==> config.mk <==
export PLATFORM = sky130hd
export DESIGN_NAME = stream_pkt_buf
export DESIGN_NICKNAME = d
export VERILOG_FILES = /design/src/rtl/stream_pkt_buf.sv
export SDC_FILE = /design/constraint.sdc
export NUM_CORES = 1
export LEC_CHECK = 0
export CORE_AREA = 2 2 133 135
export CTS_BUF_LIST = sky130_fd_sc_hd__clkbuf_16
export CTS_CLUSTER_DIAMETER = 120
export CTS_CLUSTER_SIZE = 12
export DETAILED_ROUTE_END_ITERATION = 8
export DIE_AREA = 0 0 135 137
export GPL_TIMING_DRIVEN = 0
export SLEW_MARGIN = 25
export SYNTH_ARGS = -nofsm -noshare
export SYNTH_HDL_FRONTEND = slang
export SYNTH_SLANG_ARGS = --single-unit
==> constraint.sdc <==
create_clock -name clk -period 4.4 [get_ports clk]
set_input_delay 0.88 -clock clk [delete_from_list [all_inputs] [get_ports clk]]
set_output_delay 0.88 -clock clk [all_outputs]
set_load 0.02 [all_outputs]
==> src/rtl/stream_pkt_buf.sv <==
// AXI-Stream beat FIFO with occupancy/packet counters and registered-state handshakes.
// Define STREAM_PKT_BUF_PACKET_MODE_EN to hold the output until a whole packet is stored.
module stream_pkt_buf #(
  parameter int DEPTH      = 4,
  parameter int ID_WIDTH   = 1,
  parameter int DEST_WIDTH = 1,
  parameter int DATA_WIDTH = 32,
  parameter int USER_WIDTH = 1,
  localparam int CW = $clog2(DEPTH+1),
  localparam int SW = DATA_WIDTH/8
) (
  input  logic                  clk,
  input  logic                  rst,
  input  logic                  in_t_valid,
  output logic                  in_t_ready,
  input  logic [ID_WIDTH-1:0]   in_t_id,
  input  logic [DEST_WIDTH-1:0] in_t_dest,
  input  logic [DATA_WIDTH-1:0] in_t_data,
  input  logic [SW-1:0]         in_t_strb,
  input  logic [SW-1:0]         in_t_keep,
  input  logic                  in_t_last,
  input  logic [USER_WIDTH-1:0] in_t_user,
  output logic                  out_t_valid,
  input  logic                  out_t_ready,
  output logic [ID_WIDTH-1:0]   out_t_id,
  output logic [DEST_WIDTH-1:0] out_t_dest,
  output logic [DATA_WIDTH-1:0] out_t_data,
  output logic [SW-1:0]         out_t_strb,
  output logic [SW-1:0]         out_t_keep,
  output logic                  out_t_last,
  output logic [USER_WIDTH-1:0] out_t_user,
  output logic [CW-1:0]         occupancy,
  output logic [CW-1:0]         pkt_count
);
  localparam int PW = (DEPTH > 1) ? $clog2(DEPTH) : 1;
  localparam logic [CW-1:0] FULL_C = CW'(DEPTH);
  localparam logic [PW-1:0] LAST_P = PW'(DEPTH-1);

  typedef struct packed {
    logic [ID_WIDTH-1:0]   id;
    logic [DEST_WIDTH-1:0] dest;
    logic [DATA_WIDTH-1:0] data;
    logic [SW-1:0]         strb;
    logic [SW-1:0]         keep;
    logic                  last;
    logic [USER_WIDTH-1:0] user;
  } beat_t;

  beat_t         mem [DEPTH];
  beat_t         head;
  logic [PW-1:0] wr_ptr, rd_ptr;
  logic          push, pop;

  assign in_t_ready = (occupancy < FULL_C);
`ifdef STREAM_PKT_BUF_PACKET_MODE_EN
  // Full override lets packets longer than DEPTH stream through instead of deadlocking.
  assign out_t_valid = (occupancy != '0) && ((pkt_count != '0) || (occupancy == FULL_C));
`else
  assign out_t_valid = (occupancy != '0);
`endif

  assign push = in_t_valid && in_t_ready;
  assign pop  = out_t_valid && out_t_ready;
  assign head = mem[rd_ptr];

  assign out_t_id   = head.id;
  assign out_t_dest = head.dest;
  assign out_t_data = head.data;
  assign out_t_strb = head.strb;
  assign out_t_keep = head.keep;
  assign out_t_last = head.last;
  assign out_t_user = head.user;

  always_ff @(posedge clk) begin
    if (push) mem[wr_ptr] <= '{in_t_id, in_t_dest, in_t_data, in_t_strb, in_t_keep, in_t_last, in_t_user};
  end

  always_ff @(posedge clk) begin
    if (rst) begin
      wr_ptr    <= '0;
      rd_ptr    <= '0;
      occupancy <= '0;
      pkt_count <= '0;
    end else begin
      if (push) wr_ptr <= (wr_ptr == LAST_P) ? '0 : wr_ptr + 1'b1;
      if (pop)  rd_ptr <= (rd_ptr == LAST_P) ? '0 : rd_ptr + 1'b1;
      if (push && !pop)      occupancy <= occupancy + 1'b1;
      else if (pop && !push) occupancy <= occupancy - 1'b1;
      if ((push && in_t_last) && !(pop && out_t_last))      pkt_count <= pkt_count + 1'b1;
      else if ((pop && out_t_last) && !(push && in_t_last)) pkt_count <= pkt_count - 1'b1;
    end
  end
endmodule

==> results of run 1 <==
## metal layers
metal / routed length (microns) / vias up / share of wire
li1: - / 1473 / -
met1: 5550 / 1713 / 0.45
met2: 6100 / 82 / 0.49
met3: 637 / 8 / 0.051
met4: 116 / 0 / 0.0094
met5: 0 / - / 0
## cell families (layout without fill, tap and decap cells)
group | count (synthesis) | in the layout | synth area share
AND/OR/NAND/NOR | 21 | 21 | 0.0149
AO/OA/AOI/OAI | 7 | 7 | 0.00729
buffers and inverters | 17 | 152 | 0.0204
XOR/XNOR | 4 | 4 | 0.00498
adder cells (fa/ha/maj) | 9 | 9 | 0.0181
multiplexers | 49 | 49 | 0.149
flip-flops | 188 | 188 | 0.785
## Yosys cell counts
cell	count
sky130_fd_sc_hd__clkbuf_2	1
sky130_fd_sc_hd__and2_1	5
sky130_fd_sc_hd__inv_1	5
sky130_fd_sc_hd__fa_1	2
sky130_fd_sc_hd__o21ai_0	2
sky130_fd_sc_hd__o31ai_4	1
sky130_fd_sc_hd__nor2_1	9
sky130_fd_sc_hd__ha_1	7
sky130_fd_sc_hd__xor2_1	4
sky130_fd_sc_hd__nand2_1	1
sky130_fd_sc_hd__dfxtp_1	12
sky130_fd_sc_hd__buf_12	4
sky130_fd_sc_hd__nand3_1	1
sky130_fd_sc_hd__clkbuf_1	1
sky130_fd_sc_hd__a21oi_1	4
sky130_fd_sc_hd__mux4_2	41
sky130_fd_sc_hd__buf_2	5
sky130_fd_sc_hd__buf_6	1
sky130_fd_sc_hd__or3_1	4
sky130_fd_sc_hd__edfxtp_1	176
sky130_fd_sc_hd__mux4_1	3
sky130_fd_sc_hd__nor2b_1	1
sky130_fd_sc_hd__mux2i_1	5
## per-stage QoR
stage	hold WS, ps	worst slack, ps
2_1_floorplan	465	1760
3_3_place_gp	485	338
3_5_place_dp	502	1280
4_1_cts	513	1240
5_1_grt	554	1170
6_report	516	1310
## final timing paths
check / to / startpoint / cells after the start / slack [ps]
worst max-delay path: out_t_data[24] / flop / 4 / 1310
worst min-delay path: pkt_count[2] / pkt_count[2] / 2 / 520
worst max register to register: pkt_count[2] / flop / 9 / 1890
worst min register to register: pkt_count[2] / pkt_count[2] / 2 / 520
## worst register-to-register path, cell delays in order (launching register included)
cell	delay, ps
sky130_fd_sc_hd__dfxtp_1	330
sky130_fd_sc_hd__buf_6	180
sky130_fd_sc_hd__mux4_2	570
sky130_fd_sc_hd__nand3_1	120
sky130_fd_sc_hd__ha_1	180
sky130_fd_sc_hd__inv_1	60
sky130_fd_sc_hd__fa_1	370
sky130_fd_sc_hd__xor2_1	170
sky130_fd_sc_hd__or3_1	320
sky130_fd_sc_hd__a21oi_1	150
## power by group through the flow
stage | clock network (mW) | logic, mW | registers [mW]
3_3_place_gp | 0 | 1.46 | 2.27
4_1_cts | 1.53 | 1.50 | 2.23
5_1_grt | 1.60 | 1.57 | 2.25
3_5_place_dp | 0 | 1.50 | 2.27
6_report | 1.49 | 1.47 | 2.23
2_1_floorplan | 0 | 0.854 | 2.29
## state kept, by name (all words and copies together), names as in the netlist, named ones only
register and cells:
mem 176, occupancy 3, pkt_count 3, rd_ptr 2, wr_ptr 2
## area by class of cell
class | instances | area share
flip-flops and latches | 188 | 0.615
inverters | 5 | 0.00209
clock buffers | 19 | 0.0529
plain buffers | 12 | 0.0139
repair buffers | 103 | 0.119
well taps | 225 | 0.0313
multi-input cells | 90 | 0.154
clock inverters | 13 | 0.0122
==> results.py, run 1 <==
metrics = {
    "status": {
        "run_status": "complete, no violations",
    },
    "global_route": {
        "grt_util_met2": 0.230,
        "global_route_wire_length_before_repair_mm": 19.3,
        "pin_count_of_the_biggest_net_entering_global_routing": 32,
        "grt_util_met3": 0.0474,
        "layer_carrying_the_most_global_route_usage": "met2",
        "overflow": 0,
        "first_global_vias": 3533,
        "groute.usage.overall": 0.143,
        "grt.met1_usage": 0.184,
        "initial_antenna_violation_count": 0,
    },
    "synth": {
        "synthTopCellsByArea": "sky130_fd_sc_hd__edfxtp_1 75%, sky130_fd_sc_hd__mux4_2 13%, sky130_fd_sc_hd__dfxtp_1 3.4%",
        "synthesis.nets": 352,
        "post_synth.cell_area_avg_sq_um": 23.9,
        "synth.ff_latch_count": 188,
        "synth-warning-count": 0,
        "netlist_instances": 295,
        "synth_seq_area_share": 0.785,
        "synth.distinct_cells": 23,
        "yosysTopAreaCellShare": 0.751,
        "netlist_area_sq_um": 7040,
        "largest_area_contributor_in_the_netlist": "sky130_fd_sc_hd__edfxtp_1",
    },
    "worst_setup_path": {
        "cp_cell_sequence": "clkbuf_2 -> buf_2 -> mux4_2 -> clkdlybuf4s50_1",
        "cp_max_fo": 10,
        "required_ps": 3520,
        "arrival_time_at_the_worst_endpoint_ps": 2210,
        "critical-path-slowest-cell": "sky130_fd_sc_hd__clkdlybuf4s50_1",
        "critical_path_startpoint_category": "flop",
        "setup.worst_path.end_class": "primary output",
        "critical_path.n_buffers_inverters": 3,
        "kind_of_cell_with_the_highest_combined_delay_on_the_critical_path": "buffers and inverters",
        "timing.setup.critical_path_class": "flop to primary output",
        "critPathMaxStageDelay_ps": 560,
    },
    "clock_tree": {
        "clk_path_buf_depth": 2,
        "postCtsSetupRepairBufs": 0,
        "htree_num_levels": 4,
        "clk_pin_slew_ps": 70,
        "clkSinkCount": 188,
        "postCtsHoldBufs": 0,
        "cts_tree": "done",
        "tritoncts_buffers": 17,
        "worst_skew_pair.late_latency_ps": 420,
        "post_cts_resize_count": 0,
        "clock-root-buffer": "sky130_fd_sc_hd__clkbuf_16",
    },
    "finish": {
        "fraction_of_final_layout_cells_with_drive_strength_greater_than_1": 0.209,
        "layout.cells.most_common_list": "176 x sky130_fd_sc_hd__edfxtp_1, 99 x sky130_fd_sc_hd__clkdlybuf4s50_1, 41 x sky130_fd_sc_hd__mux4_2",
        "fin_cells": 655,
        "design_area_sq_um": 8990,
        "mostFrequentLayoutCell": "sky130_fd_sc_hd__edfxtp_1",
        "ff_latch_area_sq_um": 5530,
        "multi_input_comb_area_sq_um": 1380,
        "filler_cell_count": 1371,
        "nNetsFinal": 474,
        "n_antenna_cell": 0,
        "finalCoreUtilization": 0.527,
        "synthToLayoutAreaGrowth_pct": 27.7,
    },
    "die": {
        "ios": 100,
        "core_region_area_sq_um": 17100,
        "initial_standard_cell_utilization_of_the_core": 0.413,
        "die_h_microns": 137,
        "fp-row-count": 48,
        "die_w_microns": 135,
        "total_die_area_sq_um": 18500,
    },
    "route": {
        "routedWlPerCell_microns": 18.9,
        "dr.first_iter.drc_count": 236,
        "viasPerCell": 5.00,
        "via_count": 3276,
        "firstDrtPassIters": 4,
        "post_route_wl_mm": 12.4,
        "drc": 0,
        "drtAntennaViolNets": 0,
    },
    "power_and_ir_drop": {
        "switching_share": 0.273,
        "total_power_mw": 5.18,
        "internal_power_mw": 3.77,
        "peakVddDrop_v": 0.000282,
        "power.switching_mw": 1.41,
        "share_of_total_power_in_combinational_logic": 0.283,
        "power_frac_clock": 0.287,
        "power.density_cell_area_nw_per_um2": 577,
        "leak_nw": 2.93,
        "seq_power_share": 0.430,
    },
    "sta": {
        "timing.final.crit_share": 0.703,
        "fin_skew_ps": 7.88,
        "period_needed_ps": 3090,
        "final.setup.tns_ps": 0,
        "timing.max_slew.rel_slack": 0.706,
        "setup-violations-final": 0,
        "hold_viol_final": 0,
        "rsz0062_at_grt": "false",
        "timing.final.max_slew_violations": 0,
        "worstMarginPinSlew_ps": 441,
        "maxClockFrequency_ghz": 0.323,
    },
    "placement": {
        "detailed_place.area_sq_um": 8400,
        "post-dp-hpwl_mm": 7.43,
        "place.gp.congestion": 0.676,
        "placed_cells_incl_taps": 623,
        "port_buffers": 99,
    },
    "worst_hold_path": {
        "hold_class": "flop to flop",
    },
    "flow_run": {
        "cap_violations": 0,
    },
}
No activity file was read; power rests on OpenSTA's default activity.
==> inputs of run 2 (changes only) <==
clock period = 3.2 ns   (was 4.4 ns; I/O delays follow)
==> results of run 2 <==
Same layout as run 1 (identical final DEF). Status: complete, no violations.
Among the figures that moved: setup slack after placement 1280 ps -> 322 ps; setup slack after layout 1310 ps -> 347 ps; register-to-register setup slack 1890 ps -> 690 ps; total power 5.18 mW -> 7.13 mW; worst IR drop on VDD 0.000282 V -> 0.000388 V
==> inputs of run 3 (changes only) <==
CAP_MARGIN = 20   (was default)
==> results of run 3 <==
Same layout as run 1 (identical final DEF). Status: complete, no violations.
Among the figures that moved: setup slack after placement 1280 ps -> 322 ps; setup slack after layout 1310 ps -> 347 ps; register-to-register setup slack 1890 ps -> 690 ps; total power 5.18 mW -> 7.13 mW; worst IR drop on VDD 0.000282 V -> 0.000388 V
